--- src/rtl/gearbox_align_ctrl.sv ---
// Word-alignment training controller for one 12-bit LVDS channel, sitting
// behind the 2:1 gearbox in the clk_rxg_x1 domain. It checks the gearbox
// output against the training word, requests phase slips until the word
// lines up, and watches for loss of alignment once locked.
//
// Handshake: data_in is consumed only in cycles where data_valid = 1; there
// is no back-pressure. gear_slip is a one-cycle request to the gearbox.
// All outputs are registered. state_dbg_o exposes the FSM state
// (0 IDLE, 1 SETTLE, 2 CHECK, 3 SLIP, 4 LOCKED, 5 FAIL).
module gearbox_align_ctrl #(
   parameter logic [11:0] TRAIN_WORD = 12'hAB6,
   parameter int unsigned MATCH_CNT  = 16,
   parameter int unsigned SETTLE_CYC = 8,
   parameter int unsigned MAX_SLIPS  = 3,
   parameter int unsigned LOSS_CNT   = 4
) (
   input  logic        clk_rxg_x1,
   input  logic        gear_reset,
   input  logic        train_start,
   input  logic        train_en,
   input  logic        data_valid,
   input  logic [11:0] data_in,
   output logic        gear_slip,
   output logic        locked,
   output logic        align_fail,
   output logic        lock_lost,
   output logic [3:0]  slip_count,
   output logic [2:0]  state_dbg_o
);

   typedef enum logic [2:0] {
      S_IDLE   = 3'd0,
      S_SETTLE = 3'd1,
      S_CHECK  = 3'd2,
      S_SLIP   = 3'd3,
      S_LOCKED = 3'd4,
      S_FAIL   = 3'd5
   } state_t;

   localparam logic [7:0] SETTLE_LAST = 8'(SETTLE_CYC - 1);
   localparam logic [7:0] MATCH_TGT   = 8'(MATCH_CNT);
   localparam logic [3:0] LOSS_TGT    = 4'(LOSS_CNT);
   localparam logic [3:0] SLIP_LIMIT  = 4'(MAX_SLIPS);

   state_t      state_q;
   logic [7:0]  settle_cnt_q;
   logic [7:0]  match_cnt_q;
   logic [3:0]  err_cnt_q;
   logic [3:0]  slip_cnt_q;
   logic        gear_slip_q;
   logic        locked_q;
   logic        align_fail_q;
   logic        lock_lost_q;

   logic        word_match;
   logic [7:0]  match_cnt_d;
   logic [3:0]  err_cnt_d;
   logic [3:0]  slip_cnt_d;

   // Word compare and incremented counter values; slip count saturates at 15.
   always_comb begin
      word_match  = (data_in == TRAIN_WORD);
      match_cnt_d = match_cnt_q + 8'd1;
      err_cnt_d   = err_cnt_q + 4'd1;
      slip_cnt_d  = (slip_cnt_q == 4'hF) ? slip_cnt_q : slip_cnt_q + 4'd1;
   end

   // Alignment FSM with registered outputs; train_start overrides every state.
   always_ff @(posedge clk_rxg_x1) begin
      if (gear_reset) begin
         state_q      <= S_IDLE;
         settle_cnt_q <= 8'd0;
         match_cnt_q  <= 8'd0;
         err_cnt_q    <= 4'd0;
         slip_cnt_q   <= 4'd0;
         gear_slip_q  <= 1'b0;
         locked_q     <= 1'b0;
         align_fail_q <= 1'b0;
         lock_lost_q  <= 1'b0;
      end else begin
         // Pulse outputs fall back to 0 unless a decision this cycle raises them.
         gear_slip_q <= 1'b0;
         lock_lost_q <= 1'b0;
         if (train_start) begin
            state_q      <= S_SETTLE;
            settle_cnt_q <= 8'd0;
            match_cnt_q  <= 8'd0;
            err_cnt_q    <= 4'd0;
            slip_cnt_q   <= 4'd0;
            locked_q     <= 1'b0;
            align_fail_q <= 1'b0;
         end else begin
            case (state_q)
               S_IDLE: begin
                  state_q <= S_IDLE;
               end
               S_SETTLE: begin
                  // Counts clock cycles only; data is not looked at here.
                  if (settle_cnt_q == SETTLE_LAST) begin
                     settle_cnt_q <= 8'd0;
                     state_q      <= S_CHECK;
                  end else begin
                     settle_cnt_q <= settle_cnt_q + 8'd1;
                  end
               end
               S_CHECK: begin
                  if (data_valid) begin
                     if (word_match) begin
                        if (match_cnt_d == MATCH_TGT) begin
                           match_cnt_q <= 8'd0;
                           state_q     <= S_LOCKED;
                        end else begin
                           match_cnt_q <= match_cnt_d;
                        end
                     end else begin
                        match_cnt_q <= 8'd0;
                        if (slip_cnt_q < SLIP_LIMIT) begin
                           // gear_slip is high exactly while the FSM sits in SLIP.
                           state_q     <= S_SLIP;
                           gear_slip_q <= 1'b1;
                           slip_cnt_q  <= slip_cnt_d;
                        end else begin
                           state_q      <= S_FAIL;
                           align_fail_q <= 1'b1;
                        end
                     end
                  end
               end
               S_SLIP: begin
                  settle_cnt_q <= 8'd0;
                  state_q      <= S_SETTLE;
               end
               S_LOCKED: begin
                  // locked follows one edge after the FSM enters LOCKED.
                  locked_q <= 1'b1;
                  if (!train_en) begin
                     err_cnt_q <= 4'd0;
                  end else if (data_valid) begin
                     if (word_match) begin
                        err_cnt_q <= 4'd0;
                     end else if (err_cnt_d == LOSS_TGT) begin
                        // Lock dropped: retrain from the current phase, no slip.
                        locked_q     <= 1'b0;
                        lock_lost_q  <= 1'b1;
                        slip_cnt_q   <= 4'd0;
                        match_cnt_q  <= 8'd0;
                        err_cnt_q    <= 4'd0;
                        settle_cnt_q <= 8'd0;
                        state_q      <= S_SETTLE;
                     end else begin
                        err_cnt_q <= err_cnt_d;
                     end
                  end
               end
               S_FAIL: begin
                  locked_q     <= 1'b0;
                  align_fail_q <= 1'b1;
               end
               default: begin
                  state_q <= S_IDLE;
               end
            endcase
         end
      end
   end

   assign gear_slip   = gear_slip_q;
   assign locked      = locked_q;
   assign align_fail  = align_fail_q;
   assign lock_lost   = lock_lost_q;
   assign slip_count  = slip_cnt_q;
   assign state_dbg_o = state_q;

endmodule

--- config.mk ---
export PLATFORM = sky130hd
export DESIGN_NAME = gearbox_align_ctrl
export DESIGN_NICKNAME = d
export VERILOG_FILES = /design/src/rtl/gearbox_align_ctrl.sv
export SDC_FILE = /design/constraint.sdc
export NUM_CORES = 1
export LEC_CHECK = 0
export ABC_AREA = 0
export BUFFER_PORTS_ARGS = -buffer_cell sky130_fd_sc_hd__buf_4
export CORE_MARGIN = 4
export CORE_UTILIZATION = 31
export CTS_CLUSTER_SIZE = 40
export DETAILED_ROUTE_END_ITERATION = 7
export SYNTH_ARGS = -nofsm -noshare
export SYNTH_HDL_FRONTEND = slang
export SYNTH_SLANG_ARGS = --single-unit
--- constraint.sdc ---
create_clock -name clk_rxg_x1 -period 1.8 [get_ports clk_rxg_x1]
set_input_delay 0.09 -clock clk_rxg_x1 [delete_from_list [all_inputs] [get_ports clk_rxg_x1]]
set_output_delay 0.09 -clock clk_rxg_x1 [all_outputs]
set_load 0.01 [all_outputs]
# Word level (Yosys, flattened, before mapping)
# Cells that the tools add are included.
# W data, S select, Z words.
# op_classes
n_reduce_logical	14
n_addsub	4
n_eq_ne	30
bitwise	5
magnitude_cmp	1
muxes	45
# ops
operator	count
$mux W8	8
$mux W4	12
$mux W3	9
$pmux W8 S3	1
$ne A2 B2 Y1 const B	11
$ne A3 B3 Y1 const B	7
$add A8 B1 Y8 const B	2
$pmux W8 S2	1
$reduce_and A8 Y1	2
$pmux W3 S5	1
$eq A12 B12 Y1 const B	1
$mux W1	10
$reduce_and A9 Y1	1
$add A4 B1 Y4 const B	2
$eq A8 B3 Y1 const B	1
$eq A8 B5 Y1 const B	1
$pmux W4 S2	1
$eq A3 B2 Y1 const B	2
$eq A3 B3 Y1 const B	2
$reduce_and A6 Y1	1
$reduce_bool A2 Y1	3
$reduce_or A6 Y1	1
$not A1 Y1	5
$reduce_and A5 Y1	1
12 further kinds	13
# word_totals
ff_bits	31
word_cells	109
in_bits	17
output_inout_bits	11

# Logic depth before layout (Yosys ltp)
# logic_depth
word_depth	8
ltp_mapped	9
mapped_depth_nobuf	7

# Least setup slack after synthesis
# Ideal clock, no wire load.
# synth_timing
path_kind	register to register
startpoint	reg settle_cnt_q[3]
endpoint	reg state_q[0], in the netlist state_dbg_o[0]
setup_ns	0.121
n_path_buf	0
path_stages_with_launch	6
setup_slack_ns	-0.139
synth_period_minus_slack_ns	1.939
t_arrival_ns	1.818
required_ns	1.679
cell_sequence	dfxtp_1 -> or4_4 -> o41ai_4 -> nand2_2 -> a311oi_4 -> mux2_4
# synth_via
elab_chain_len	3
# synth_rtl
item	line_no	source
start, declared	46	logic [7:0] settle_cnt_q;
start signal, assigned	103	settle_cnt_q <= settle_cnt_q + 8'd1;
$eq A8 B3 Y1	99	if (settle_cnt_q == SETTLE_LAST) begin
$ne A3 B3 Y1 (no line)	n/a	
$reduce_and A8 Y1 (no line)	n/a	
end signal, assigned	95	state_q <= S_IDLE;
end signal, assigned	101	state_q <= S_CHECK;
end signal, assigned	111	state_q <= S_LOCKED;
end, declared	45	state_t state_q;
# No other way between the ends.
# A chain may end at the register's enable or synchronous reset.

# Final worst setup path
# Same ends and word-level chain as after synthesis.

==> results.md <==
- Status: finished, violations left
- Failing checks: negative setup slack
- Routed Antenna Nets: 0
- Worst hold path type: in2reg
- Main flop type after synthesis: dfxtp_1
- Post-CTS Hold Buffers: 0
- CP Launch Type: flip-flop
- CTS tree: built
- Commonest non-fill, non-tap cell in the layout: buf_4
- Post-synth EDFFs: 0
- DRT Wirelength: 4.79 mm
- CTS Buf Count: 5
- DRT Pass-1 Iters: 4
- Die Width: 84.9 µm
- 1st-iter DRT viols: 85
- Synth cell types: 59
- Final Cell Area: 0.00278 mm²
- Ys async rst share: 0%
- Largest net degree at the start of global routing: 18
- Leading cell types in the layout, fill and taps excluded: buf_4, nand2_1, dfxtp_1
- Clk slew on worst S/H paths: 0.07 ns
- Max_slew headroom: 76.0%
- Fin crit share: 108%
- Clk_skew: 0.00747 ns
- Final core occ: 49.5%
- Area post-placement: 0.00246 mm²
- Tot Pwr: 2.07 mW
- Syn Nets: 238
- Row cnt: 27
- WS Path Type: reg2reg
- Area grow syn2layout: 51.5%
- CTS HTree Levels: 2
- Maximum vdd drop: 0.419 mV
- WHS: 0.113 ns
- Total track usage: 13.9%
- Routed len/inst: 12.8 µm
- Syn Area/Cell: 8.49 µm²
- Vias per cell: 5.00
- Slew @ Worst Pin: 0.360 ns
- DRC violations left: 0
- Max-slew violation count: 0
- ANT cells: 0
- Arr. time, crit path: 2.11 ns
- CTS sink cnt: 31
- Cells after Synth: 216
- Final setup fails: 5
- MaxCap Viol Count: 0
- Routed via count: 1,866
- Worst endpoint required time: 1.97 ns
- Root Driver: clkbuf_8
- Final HPWL DP: 3.61 mm
- Filler cells: 572
- Port Buffer Count: 27
- Initial antenna violation count: 0
- CP max FO: 2
- First-pass GRT wire length: 8.22 mm
- Sequential share of the synthesized area: 33.9%
- Initial Util: 32.7%
- Die H: 84.9 µm
- Min cycle time layout: 1.94 ns
- Layout Nets: 322
- PD cells: 747 mW/mm²
- Yosys reg bits: 31
- RSZ-0062 raised after global routing: true
- Layout cells sized above 1: 44.5%
- Max Clk Rate: 0.515 GHz
- Clock latency on the worst-skew pair: 0.28 ns
- Total congestion overflow: 0
- Yosys warns: 0
- PnR worst setup slack: -0.140 ns
- Placer Congestion: 0.855
- Syn Std Cell Area: 0.00183 mm²
- DIE AREA: 0.00721 mm²
- Leak pwr: 1.13 nW
- CTS max path bufs: 2
- Hold Vio Cnt, Final: 0
- I/O Pins: 28
- Vias in the first global route: 1,827
- Core Box Area: 0.00561 mm²
- Crit. End Element: flip-flop
## final timing paths
| path | from | end | depth (start not counted) | slack (ns) |
|---|---|---|---|---|
| setup / recovery | settle_cnt_q[3]$_SDFFE_PP0P_ | state_dbg_o[0]$_SDFFE_PP0P_ | 5 | -0.14 |
| hold / removal | data_valid | gear_slip$_SDFF_PP0_ | 3 | 0.11 |
| setup reg to reg | settle_cnt_q[3]$_SDFFE_PP0P_ | state_dbg_o[0]$_SDFFE_PP0P_ | 5 | -0.14 |
| hold reg to reg | locked$_SDFFE_PP0P_ | locked$_SDFFE_PP0P_ | 2 | 0.46 |
## cells in the mapped netlist (3+ instances only)
master,n,area [µm²]
nand2_1,32,120
dfxtp_1,31,621
nor2_1,26,97.6
a21oi_1,15,75.1
nand3_1,7,35.0
o21ai_1,7,35.0
nand4_1,6,37.5
ha_1,5,62.6
o21ai_0,5,25.0
or3_1,5,31.3
xor2_1,5,43.8
nor3_1,4,20.0
a22oi_1,3,22.5
and3_1,3,18.8
nand2b_1,3,18.8
xnor2_1,3,26.3
## stage by stage
step                cells  worst slack [ns]  setup TNS (ns)
finish                373            -0.140          -0.339
global route          373            -0.199           -1.96
CTS                   370            -0.133          -0.271
detailed placement    359            -0.146           -1.19
global placement      359            -0.116          -0.479
floorplan             216            -0.139          -0.139
## metal layers
metal / global-route usage, % / share of wire [%] / vias up
li1: - / - / 962
met1: 18.2 / 47 / 863
met2: 22.3 / 47 / 33
met3: 3.50 / 4.2 / 8
met4: 4.75 / 1.8 / 0
met5: 0 / 0 / -
## final cells by class
| type | instances | area [µm²] | area share [%] |
|---|---|---|---|
| multi-input combinational | 178 | 1280 | 46.1 |
| inverter | 1 | 3.75 | 0.135 |
| tap | 72 | 90.1 | 3.24 |
| clock buffer | 6 | 72.6 | 2.61 |
| timing repair buffer | 83 | 639 | 23.0 |
| clock inverter | 2 | 60.1 | 2.16 |
| sequential | 31 | 632 | 22.8 |
## critical path, stage by stage (launching register included)
cell and delay [ns]:
dfxtp_2 0.32, or4_4 0.55, o41ai_4 0.27, nand2_2 0.12, a311oi_4 0.25, mux2_4 0.32
## sequential cells by signal, indices dropped and copies added, names as in the netlist
| name | flops |
|---|---|
| align_fail | 1 |
| err_cnt_q | 4 |
| gear_slip | 1 |
| lock_lost | 1 |
| locked | 1 |
| match_cnt_q | 8 |
| settle_cnt_q | 8 |
| slip_count | 4 |
| state_dbg_o | 3 |
## kinds of logic (layout without fill, tap and decap cells)
kind of cell / count (synthesis) / count (layout) / share of synthesized area (%)
flops: 31 / 31 / 33.9
mux: 2 / 2 / 1.36
xor+xnor: 8 / 8 / 3.82
simple gates: 112 / 112 / 33.7
fa+ha+maj: 5 / 5 / 3.41
compound gates: 51 / 51 / 20.5
buf+inv: 7 / 92 / 3.34
## repair_timing
| item | CTS | global route |
|---|---|---|
| pin swaps | 1 | 12 |
| buffers inserted | 3 | 3 |
| resized for setup | 6 | 28 |
| endpoints found under the setup margin | 16 | 24 |
## power by group
part | total [mW] | internal (mW) | switching (mW)
clock network | 0.820 | 0.553 | 0.266
registers | 0.714 | 0.703 | 0.0110
logic | 0.540 | 0.278 | 0.263
(Power assumes the default switching activity.)
